## src/rtl/cache_pkg.sv

```systemverilog
// Shared types and constants for the direct-mapped write-through data cache.
// Mask codes follow the RISC-V load/store funct3 encoding.
package cache_pkg;

  localparam int DEF_INDEX_BITS = 4;

  localparam logic [2:0] MASK_B  = 3'b000;
  localparam logic [2:0] MASK_H  = 3'b001;
  localparam logic [2:0] MASK_W  = 3'b010;
  localparam logic [2:0] MASK_BU = 3'b100;
  localparam logic [2:0] MASK_HU = 3'b101;

  typedef enum logic [1:0] {
    IDLE,
    RMISS,
    WRITE,
    WDONE
  } state_t;

endpackage

```

## src/rtl/lsu_align.sv

```systemverilog
// Byte-lane alignment: load extract with sign/zero extension,
// store lane shift with byte-enable generation.
module lsu_align
  import cache_pkg::*;
(
  input  logic [1:0]  off,
  input  logic [2:0]  mask,
  input  logic [31:0] line,
  input  logic [31:0] wdata,
  output logic [31:0] ld_data,
  output logic [31:0] st_data,
  output logic [3:0]  st_be
);

  logic [31:0] shifted;
  logic [7:0]  b;
  logic [15:0] h;

  always_comb begin
    shifted = line >> {off, 3'b000};
    b       = shifted[7:0];
    h       = off[1] ? line[31:16] : line[15:0];
    case (mask)
      MASK_B:  ld_data = {{24{b[7]}}, b};
      MASK_BU: ld_data = {24'h0, b};
      MASK_H:  ld_data = {{16{h[15]}}, h};
      MASK_HU: ld_data = {16'h0, h};
      default: ld_data = line;
    endcase
  end

  always_comb begin
    case (mask)
      MASK_B, MASK_BU: begin
        st_data = {24'h0, wdata[7:0]} << {off, 3'b000};
        st_be   = 4'b0001 << off;
      end
      MASK_H, MASK_HU: begin
        st_data = off[1] ? {wdata[15:0], 16'h0}
                         : {16'h0, wdata[15:0]};
        st_be   = off[1] ? 4'b1100 : 4'b0011;
      end
      default: begin
        st_data = wdata;
        st_be   = 4'b1111;
      end
    endcase
  end

endmodule

```

## src/rtl/dcache_ctrl.sv

```systemverilog
// Direct-mapped, write-through, no-write-allocate data cache controller
// between the core memory stage and a req/ack word bus.
module dcache_ctrl
  import cache_pkg::*;
#(
  parameter int INDEX_BITS = DEF_INDEX_BITS
) (
  input  logic        clk,
  input  logic        reset,
  input  logic [31:0] addr,
  input  logic [31:0] wdata,
  input  logic [2:0]  mask,
  input  logic        rd_en,
  input  logic        wr_en,
  output logic [31:0] rdata,
  output logic        stall,
  output logic        mem_req,
  output logic        mem_we,
  output logic [31:0] mem_addr,
  output logic [31:0] mem_wdata,
  output logic [3:0]  mem_be,
  input  logic [31:0] mem_rdata,
  input  logic        mem_ack
);

  localparam int LINES = 1 << INDEX_BITS;
  localparam int TAG_W = 30 - INDEX_BITS;

  state_t state_q, state_d;

  logic [LINES-1:0] valid_q;
  logic [TAG_W-1:0] tag_q  [LINES];
  logic [31:0]      data_q [LINES];

  logic [INDEX_BITS-1:0] idx, fidx;
  logic [TAG_W-1:0]      tag, ftag;
  logic                  hit;
  logic [31:0]           ld_data, st_data;
  logic [3:0]            st_be;

  assign idx  = addr[INDEX_BITS+1:2];
  assign tag  = addr[31:INDEX_BITS+2];
  assign fidx = mem_addr[INDEX_BITS+1:2];
  assign ftag = mem_addr[31:INDEX_BITS+2];
  assign hit  = valid_q[idx] && (tag_q[idx] == tag);

  lsu_align u_align (
    .off     (addr[1:0]),
    .mask    (mask),
    .line    (data_q[idx]),
    .wdata   (wdata),
    .ld_data (ld_data),
    .st_data (st_data),
    .st_be   (st_be)
  );

  assign rdata   = rd_en ? ld_data : 32'h0;
  assign mem_req = (state_q == RMISS) || (state_q == WRITE);
  assign mem_we  = (state_q == WRITE);

  always_comb begin
    state_d = state_q;
    stall   = 1'b0;
    unique case (state_q)
      IDLE: begin
        if (wr_en) begin
          stall   = 1'b1;
          state_d = WRITE;
        end else if (rd_en && !hit) begin
          stall   = 1'b1;
          state_d = RMISS;
        end
      end
      RMISS: begin
        stall = 1'b1;
        if (mem_ack) state_d = IDLE;
      end
      WRITE: begin
        stall = 1'b1;
        if (mem_ack) state_d = WDONE;
      end
      WDONE:   state_d = IDLE;
      default: state_d = IDLE;
    endcase
  end

  always_ff @(posedge clk) begin
    if (reset) begin
      state_q   <= IDLE;
      valid_q   <= '0;
      mem_addr  <= 32'h0;
      mem_wdata <= 32'h0;
      mem_be    <= 4'h0;
    end else begin
      state_q <= state_d;
      // Bus fields freeze here and stay stable until the ack.
      if (state_q == IDLE && state_d != IDLE) begin
        mem_addr  <= {addr[31:2], 2'b00};
        mem_wdata <= wr_en ? st_data : 32'h0;
        mem_be    <= wr_en ? st_be : 4'h0;
      end
      if (state_q == RMISS && mem_ack) valid_q[fidx] <= 1'b1;
    end
  end

  always_ff @(posedge clk) begin
    if (!reset) begin
      if (state_q == IDLE && wr_en && hit) begin
        for (int i = 0; i < 4; i++) begin
          if (st_be[i]) data_q[idx][8*i +: 8] <= st_data[8*i +: 8];
        end
      end
      if (state_q == RMISS && mem_ack) begin
        data_q[fidx] <= mem_rdata;
        tag_q[fidx]  <= ftag;
      end
    end
  end

endmodule

```

## config.mk

```make
export PLATFORM = sky130hd
export DESIGN_NAME = dcache_ctrl
export DESIGN_NICKNAME = d
export VERILOG_FILES = /design/src/rtl/cache_pkg.sv /design/src/rtl/lsu_align.sv /design/src/rtl/dcache_ctrl.sv
export SDC_FILE = /design/constraint.sdc
export NUM_CORES = 1
export LEC_CHECK = 0
export BUFFER_PORTS_ARGS = -buffer_cell sky130_fd_sc_hd__buf_2
export CAP_MARGIN = 10
export CORE_ASPECT_RATIO = 2
export CORE_UTILIZATION = 40
export CTS_CLUSTER_SIZE = 28
export DETAILED_ROUTE_END_ITERATION = 10
export GPL_ROUTABILITY_DRIVEN = 0
export HOLD_SLACK_MARGIN = 0.15
export MAX_ROUTING_LAYER = met4
export PLACE_DENSITY = 0.6
export SYNTH_ARGS = -nofsm -noshare
export SYNTH_HDL_FRONTEND = slang
export SYNTH_SLANG_ARGS = --single-unit
```

## constraint.sdc

```tcl
create_clock -name clk -period 5.2 [get_ports clk]
set_clock_uncertainty 0.2 [all_clocks]
set_input_delay 0.26 -clock clk [delete_from_list [all_inputs] [get_ports clk]]
set_output_delay 0.26 -clock clk [all_outputs]
set_load 0.01 [all_outputs]
```

Yosys cells after proc, flatten, opt, wreduce, memory -nomap -nowiden

Memories as Yosys holds them, arrays and structs flattened.
Index checks and enable logic that the tools add are counted.

Flip-flop bits (word level): 84
Memory bits (writable): 928
Input bits: 104
Output and inout bits: 103
Logic and storage cells: 80
Memories: 2

Memory list:

| memory | depth | bits a word | read ports | clocked after Yosys merged registers in | write ports | line              | source |
|---|---|---|---|---|---|---|---|
| data_q | 16    | 32          | 1          | 0                                       | 1           | dcache_ctrl.sv:33 | `logic [31:0] data_q [LINES];` |
| tag_q  | 16    | 26          | 1          | 0                                       | 1           | dcache_ctrl.sv:32 | `logic [TAG_W-1:0] tag_q [LINES];` |

Order comparisons: 3
Eq/ne operators: 7
Shifts and indexed selects: 3
Muxes and demuxes: 43
Bitwise operators: 1
Reduce and logical (&&, ||, !) cells: 16

Operator list:

| operator            | number |
|---|---|
| $mux 32             | 4 |
| $pmux 32 s4         | 1 |
| $pmux 32 s2         | 1 |
| $reduce_or 32->1    | 1 |
| $shl 8x5->32        | 1 |
| $shr 32x5->8        | 1 |
| $eq 26x26->1        | 1 |
| $mux 1              | 23 |
| $mux 16             | 1 |
| $mux 4              | 4 |
| $or 16x16->16       | 1 |
| $lt 4x5->1 const B  | 2 |
| $mux 2              | 4 |
| $pmux 2 s4          | 1 |
| $pmux 4 s2          | 1 |
| $logic_and 1x1->1   | 7 |
| $eq 3x3->1 const B  | 2 |
| $reduce_or 2->1     | 3 |
| $bmux 1 s4          | 1 |
| $demux 1 s4         | 1 |
| $eq 2x2->1 const B  | 2 |
| $ge 4x1->1 const B  | 1 |
| $shl 1x2->4 const A | 1 |
| $eq 3x1->1 const B  | 1 |
| 7 further kinds     | 7 |

Depth between registers and ports, before layout

Gate-level depths: netlist of the first run.

Depth after elaboration: 10
Mapped depth: 15
Gate-level depth less buffers: 9

By module

A second synthesis of the first run with hierarchy kept.

Cell total of the unflattened synthesis: 2308
Area, all modules: 41608.7 µm²

Modules (own cells, without submodules):

| module      | times used | cells an instance | area each (µm²) | seq. area each (µm²) |
|---|---|---|---|---|
| dcache_ctrl | 1          | 2109              | 40458.8         | 29548.3 |
| lsu_align   | 1          | 199               | 1149.9          | 0.0 |

Worst setup path before layout of the first run

OpenSTA, ideal clock, no wires.

Path kind: input port to flip-flop
Start point: input addr[2]
End point: memory data_q[10][10], enable pin
Setup time: 0.370 ns
Arrival time: 3.145 ns
Data required time: 4.630 ns
Path slack: 1.485 ns
Cell stages on the path: 13
Buffers on the path: 5
Cell sequence: buf_2 > buf_4 > buf_2 > buf_2 > mux2i_1 > mux2i_1 > xor2_1 > a211oi_1 > o2111ai_2 > nor4b_4 > a21oi_2 > buf_2 > nor2_1

Longest elaborated chain between the ends: 8
Elaborated cells on any way between the ends: 11
Those cells by class: eq/ne (1); mux (7); reduce/logical (2); memory (1)

Ends and longest elaborated chain:

| item                                               | line               | source |
|---|---|---|
| start, declared                                    | dcache_ctrl.sv:10  | `input logic [31:0] addr,` |
| $mem_v2 16x26 / $bmux 1 s4 (equally long branches) | --                 |  |
| $eq 26x26->1 / $mux 1 (equally long branches)      | dcache_ctrl.sv:45  | `assign hit = valid_q[idx] && (tag_q[idx] == tag);` |
| $logic_and 1x1->1                                  | dcache_ctrl.sv:45  |  |
| $logic_and 1x1->1                                  | dcache_ctrl.sv:108 | `if (state_q == IDLE && wr_en && hit) begin` |
| $mux 1                                             | dcache_ctrl.sv:108 |  |
| $mux 1                                             | dcache_ctrl.sv:107 | `if (!reset) begin` |
| $mux 1 (implied by the code)                       | dcache_ctrl.sv:110 | `if (st_be[i]) data_q[idx][8*i +: 8] <= st_data[8*i +: 8];` |
| $mux 4 (no line)                                   | --                 |  |
| end, declared                                      | dcache_ctrl.sv:33  |  |

Parallel ways exist; a longest one is shown, timed or not. The select of a mux whose other input is x is not followed.

Worst setup path after layout of the first run

Start point: input addr[4]
End point: register mem_addr[9]

Longest elaborated chain between the ends: 10
Elaborated cells on any way between the ends: 12
Those cells by class: eq/ne (1); mux (5); reduce/logical (5); memory (1)

Ends and longest elaborated chain:

| item                                               | line              | source |
|---|---|---|
| $mem_v2 16x26 / $bmux 1 s4 (equally long branches) | --                |  |
| $eq 26x26->1 / $mux 1 (equally long branches)      | dcache_ctrl.sv:45 |  |
| $logic_and 1x1->1 (*)                              | dcache_ctrl.sv:45 |  |
| $logic_not 1->1 (*)                                | dcache_ctrl.sv:69 | `end else if (rd_en && !hit) begin` |
| $logic_and 1x1->1 (*)                              | dcache_ctrl.sv:69 |  |
| $mux 2 (*)                                         | dcache_ctrl.sv:69 |  |
| $mux 2 (*)                                         | dcache_ctrl.sv:66 | `if (wr_en) begin` |
| $pmux 2 s4 (*)                                     | dcache_ctrl.sv:64 | `unique case (state_q)` |
| $reduce_bool 2->1 (*)                              | dcache_ctrl.sv:97 | `if (state_q == IDLE && state_d != IDLE) begin` |
| $logic_and 1x1->1 (*)                              | dcache_ctrl.sv:97 |  |
| end signal, assigned                               | dcache_ctrl.sv:98 | `mem_addr <= {addr[31:2], 2'b00};` |
| end, declared                                      | dcache_ctrl.sv:19 | `output logic [31:0] mem_addr,` |

Mark *: on every way between the ends. The rest lies on a longest branch, timed or not. The select of a mux whose other input is x is not followed.
A chain may end at the register's enable or synchronous reset.

==> results of run 1 <==
==> logic make-up (layout without fill, tap and decap cells) <==
family	after synthesis	count (layout)	synth area share [%]
mux	368	368	16.3
other cells	1	7	0.00920
flops	1012	1012	72.5
compound gates	234	234	4.04
simple gates	359	359	4.16
xor+xnor	30	30	0.645
fa+ha+maj	5	5	0.154
buf+inv	187	723	2.16
==> timing repair <==
action                     in CTS  in global routing
hold buffers                  159                  0
hold endpoints to repair      576                  0
setup endpoints to repair       0                  0
==> worst max-delay path, cell delays in order <==
cell and delay [ns]:
dlygate4sd3_1 0.56, buf_8 0.35, buf_12 0.33, mux4_2 0.55
mux2i_1 0.22, mux2i_1 0.12, xor2_1 0.48, a31oi_1 0.22
nand4_1 0.26, nor3_2 0.07, buf_4 0.17, o21ai_4 0.16
buf_4 0.70, mux2i_1 0.26, dlygate4sd3_1 0.57
==> cells in the final DEF, fill, tap and decap left out, types with 5 or more instances in the layout <==
master	Yosys	final
edfxtp_1	928	928
mux4_2	237	237
buf_2	35	199
dlygate4sd3_1	0	159
nor2_1	158	142
buf_4	14	137
mux2i_1	128	128
clkbuf_16	0	92
dfxtp_1	84	84
nand2b_1	76	76
nand2_1	70	70
inv_1	53	53
a22oi_1	52	52
a21oi_1	50	37
o32ai_1	29	29
clkbuf_1	55	23
o21ai_0	21	21
xnor2_1	18	18
o22ai_1	17	17
a21oi_2	3	16
nor2_4	0	16
clkinv_2	0	15
clkbuf_8	0	13
xor2_1	12	12
a22o_1	12	12
nand3_1	10	10
nor2b_1	8	8
a222oi_1	8	8
o21ai_1	9	8
a221oi_1	7	7
bufinv_16	0	6
diode_2	0	5
or3_1	5	5
and3_1	5	5
ha_1	5	5
clkinvlp_4	0	5
clkinv_4	0	5
==> worst paths after layout <==
check,start,endpoint,slack (ns),depth (start not counted)
setup / recovery,addr[4],mem_addr[9],0.21,15
hold / removal,mem_ack,mem_be[3],0.21,5
setup reg to reg,tag_q[13][16],mem_addr[9],0.84,12
hold reg to reg,mem_wdata[5],mem_wdata[5],0.27,2
==> stage by stage <==
step / hold WS [ns] / worst slack, ns / util, %
finish: 0.207 / 0.212 / 48.2
global route: 0.210 / 0.0938 / 48.2
CTS: 0.150 / 0.231 / 48.2
detailed placement: 0.256 / 0.464 / 43.7
global placement: 0.249 / 0.519 / 43.7
floorplan: 0.175 / 1.48 / -
==> per-layer routing <==
layer	up-vias	track usage [%]	part of all wire, %
li1	9739	-	-
met1	11700	24.0	34
met2	998	41.0	54
met3	301	4.00	6.5
met4	0	13.8	6.2
met5	-	-	0
==> state kept, by name, indices dropped and copies added (netlist names) <==
name	count
valid_q	16
mem_be	4
mem_addr	30
data_q	512
mem_wdata	32
tag_q	416
state_q	2
==> power by group <==
part / leakage [nW] / internal, W / switching (W)
clock: 1.45 / 0.00375 / 0.00299
sequential: 9.15 / 0.00933 / 0.000313
combinational: 5.83 / 0.000756 / 0.00122
==> layout make-up <==
cell class                 instances  area [um2]
antenna                            5        12.5
tap                             1336        1670
inverter                          54         203
sequential                      1012       29500
multi-input combinational        998       10500
clock inverter                    40         418
timing repair buffer             502        3740
fill                            8341       52300
clock buffer                     127        2550
==> out/qor.yml, run 1 <==
status: "completed"
cts_setup_buffers: 0
hpwlAfterDp_mm: 76.8
cts_tree: "built"
required_ns: 5.61
grt_pass1_wl_mm: 164
clk_path_buf_depth: 3
ys_ff_latch: 1012
synth_area_um2: 40800
firstDrtPassIters: 7
nets: 2767
cp-end-kind: "register"
wl_per_cell_um: 28.2
synth_top_flop_cell: "edfxtp_1"
clockRootBuffer: "clkbuf_16"
fp-row-count: 165
grt-ovfl-total: 0
final_cell_area_um2: 48700
worstPathMaxFanout: 48
hold_viol_final: 0
drc: 0
yosys-top-cells-count: "928 x edfxtp_1, 237 x mux4_2, 158 x nor2_1, 128 x mux2i_1, 84 x dfxtp_1"
power.total_w: 0.0184
cts_resized: 0
ir_worst_vdd_mv: 0.305
clock_latency_ns: 0.70
final_cells: 4074
grt_max_degree: 73
die_area_um2: 103000
synth-edff-count: 928
synth_cells: 2196
worstMarginPinSlew_ns: 1.30
cts.htree.levels: 3
post-route-min-period_ns: 4.99
grt_pass1_vias: 23700
wirelength_mm: 115
critPathKind: "primary input to register"
dpl_cell_area_um2: 44100
port_buffers: 204
setup_viol: 0
start_util_pct: 40.4
yosysWarnings: 0
routed_via_density: 5.58
dp_cells: 3743
avgSynthCellArea_um2: 18.6
antenna_left: 0
synth_top_area_cell: "edfxtp_1"
yosysMostFrequentCell: "edfxtp_1"
holdCritPathClass: "primary input to register"
max_freq_ghz: 0.200
drv_cap: 0
powerDensity_nw_per_um2: 377
ys_types: 62
ys_async_sr_fraction_pct: 0
p_leak_nw: 16.4
fp.dieH_um: 453
drtIter0Drc: 2005
syn_to_final_growth_pct: 19.4
synthTopCellsByArea: "edfxtp_1 68%, mux4_2 13%, dfxtp_1 4.1%"
num_vias: 22700
core_um2: 101000
ys_seq_area_share_pct: 72.5
rsz0062_at_grt: "false"
startpoint_type: "primary input"
min_period_over_period_pct: 95.9
relSlewSlack_pct: 12.5
drive_gt1_share_pct: 28.1
drv_slew: 0
cts.sinks: 1012
ios: 207
antenna_found_initial: 3
synth_top_area_share_pct: 68.4
cts.clk_slew.worst_paths_ns: 0.07
cts_buffers: 90
tns_ns: 0
fp.dieW_um: 228
grt_usage_pct: 23.3
critPathArrivalTime_ns: 5.40
Note: power is estimated with default switching activity, not from simulation.
==> inputs of run 2 (changes only) <==
- BUFFER_PORTS_ARGS: -buffer_cell sky130_fd_sc_hd__buf_2 -> default
- CORE_ASPECT_RATIO: 2 -> 1.4
- DONT_BUFFER_PORTS: default -> 1
- PLACE_DENSITY: 0.6 -> 0.58
==> run 2 against run 1 <==
First-iteration DRC count is 11% higher. Register-to-register slack worse by 0.13 ns. Via count is 4.4% lower. Power is 0.72% lower. Count of clock-buffer cells in the layout is 6 higher. Final cell count is 7.8% lower. Global-route usage is 0.64 points lower. Highest routed layer unchanged. Wire length is 0.78% lower. Core utilization is 1.9 points lower.
==> out/qor.yml, run 2 (synthesized netlist as in run 1, its figures left out) <==
critPathKind: "primary input to register"  # unchanged
fp.dieW_um: 272  # was 228 um
syn_to_final_growth_pct: 14.8  # was 19.4%
cts_buffers: 98  # was 90
fp.dieH_um: 380  # was 453 um
hold_viol_final: 0  # unchanged
post-route-min-period_ns: 4.59  # was 4.99 ns
startpoint_type: "primary input"  # unchanged
dpl_cell_area_um2: 42300  # was 44100 um2
grt_pass1_vias: 22500  # was 23700
drv_slew: 0  # unchanged
grt_max_degree: 196  # was 73
relSlewSlack_pct: 13.4  # was 12.5%
min_period_over_period_pct: 88.3  # was 95.9%
wl_per_cell_um: 30.4  # was 28.2 um
num_vias: 21700  # was 22700
antenna_found_initial: 1  # was 3
worstPathMaxFanout: 195  # was 48
powerDensity_nw_per_um2: 390  # was 377 nW/um2
rsz0062_at_grt: "false"  # unchanged
routed_via_density: 5.79  # was 5.58
fin_util_pct: 46.3  # was 48.2%
cts.htree.levels: 3  # unchanged
fp-row-count: 138  # was 165
worstMarginPinSlew_ns: 1.30  # about the same
cts_tree: "built"  # unchanged
mostFrequentLayoutCells: "928 x edfxtp_1, 237 x mux4_2, 142 x nor2_1"  # was 928 x edfxtp_1, 237 x mux4_2, 199 x buf_2
final_cell_area_um2: 46800  # was 48700 um2
dr_wl_met2_mm: 59.1  # was 61.7 mm
holdCritPathClass: "primary input to register"  # unchanged
setup_viol: 0  # unchanged
finalWorstSetupSlack_ns: 0.607  # was 0.212 ns
grt-ovfl-total: 0  # unchanged
die_area_um2: 103000  # about the same
cts.sinks: 1012  # unchanged
clockRootBuffer: "clkbuf_16"  # unchanged
route.met3.wl_mm: 8.80  # was 7.45 mm
critPathArrivalTime_ns: 4.99  # was 5.40 ns
core_um2: 101000  # about the same
required_ns: 5.60  # was 5.61 ns
clk_path_buf_depth: 3  # unchanged
nets: 2449  # was 2767
grt_pass1_wl_mm: 163  # was 164 mm
p_leak_nw: 14.9  # was 16.4 nW
drv_cap: 0  # unchanged
largestRegisters: "data_q: 512 flops, tag_q: 416 flops, mem_wdata: 32 flops"  # unchanged
ff2ff_path_depth: 10  # was 12
drtIter0Drc: 2231  # was 2005
antenna_left: 0  # unchanged
cp-end-kind: "register"  # unchanged
grt_usage_pct: 22.6  # was 23.3%
met1Wirelength_mm: 42.5  # was 38.6 mm
largest_reg_flops: 512  # unchanged
ios: 207  # unchanged
hold_ws_ns: 0.184  # was 0.207 ns
tns_ns: 0  # unchanged
drive_gt1_share_pct: 19.2  # was 28.1%
start_util_pct: 40.3  # was 40.4%
wirelength_mm: 114  # was 115 mm
largest-register: "data_q"  # unchanged
max_freq_ghz: 0.218  # was 0.200 GHz
hpwlAfterDp_mm: 70.9  # was 76.8 mm
cts_setup_buffers: 0  # unchanged
place_ws_ns: 0.593  # was 0.464 ns
firstDrtPassIters: 6  # was 7
port_buffers: 0  # was 204
ir_worst_vdd_mv: 0.327  # was 0.305 mV
final_common_cell: "edfxtp_1"  # unchanged
drc: 0  # unchanged
clock_latency_ns: 0.67  # was 0.70 ns
status: "completed"  # unchanged
cts.clk_slew.worst_paths_ns: 0.06  # was 0.07 ns
whs_path_depth: 3  # was 5
top_layer: "met4"  # unchanged
==> run 2: changes by cell type in the layout (fill, tap and decap cells not counted), moves of 4 or more <==
cell / change
clkinv_1: +16
clkbuf_8: -10
a21oi_1: -4
buf_4: -97
clkbuf_16: +9
buf_2: -199
dlygate4sd3_1: -25
clkbuf_1: +6
a21oi_2: +4
==> run 2: critical path, cell delays in order <==
cell           delay (ns)
nor2b_1              0.82
a22o_1               0.26
a221oi_1             0.08
xor2_1               0.21
o32ai_1              0.47
o2111ai_2            0.26
nor3_2               0.66
o21ai_4              0.46
o32ai_1              0.42
dlygate4sd3_1        0.61
==> run 2: routing by layer <==
metal	vias to the layer above	GRT usage, %
met2	975	38.9
met4	0	6.69
li1	9120	-
met1	11400	26.4
met3	216	5.06
met5	-	-
==> run 2: power by group <==
| group | internal, W | total [W] | switching [W] |
|---|---|---|---|
| Clock | 0.00396 | 0.00699 | 0.00303 |
| Combinational | 0.000575 | 0.00148 | 0.000907 |
| Sequential | 0.00934 | 0.00976 | 0.000423 |
==> run 2: area by class of cell <==
class,count,area (um2)
multi-input combinational,998,10500
inverter,54,203
clock inverter,50,462
clock buffer,133,2680
timing repair buffer,176,1690
antenna,3,7.51
tap,1330,1660
sequential,1012,29500
fill,8467,54200
==> run 2: repair_timing <==
| item | 4_1_cts | 5_1_grt |
|---|---|---|
| hold endpoints to repair | 588 | 0 |
| resized for setup | 0 | 0 |
| hold buffers | 135 | 0 |
==> run 2: worst paths after layout <==
check	start	endpoint	slack [ns]
worst min register to register	valid_q[4]	valid_q[4]	0.27
worst min-delay path	addr[21]	mem_addr[21]	0.18
worst max register to register	tag_q[12][25]	mem_wdata[24]	0.71
worst max-delay path	addr[2]	mem_wdata[24]	0.61
==> run 2: stage by stage <==
stage	total power (W)	std cells
global placement	0.0112	3435
global route	0.0187	3754
finish	0.0182	3756
detailed placement	0.0113	3435
floorplan	0.0108	2197
CTS	0.0183	3753
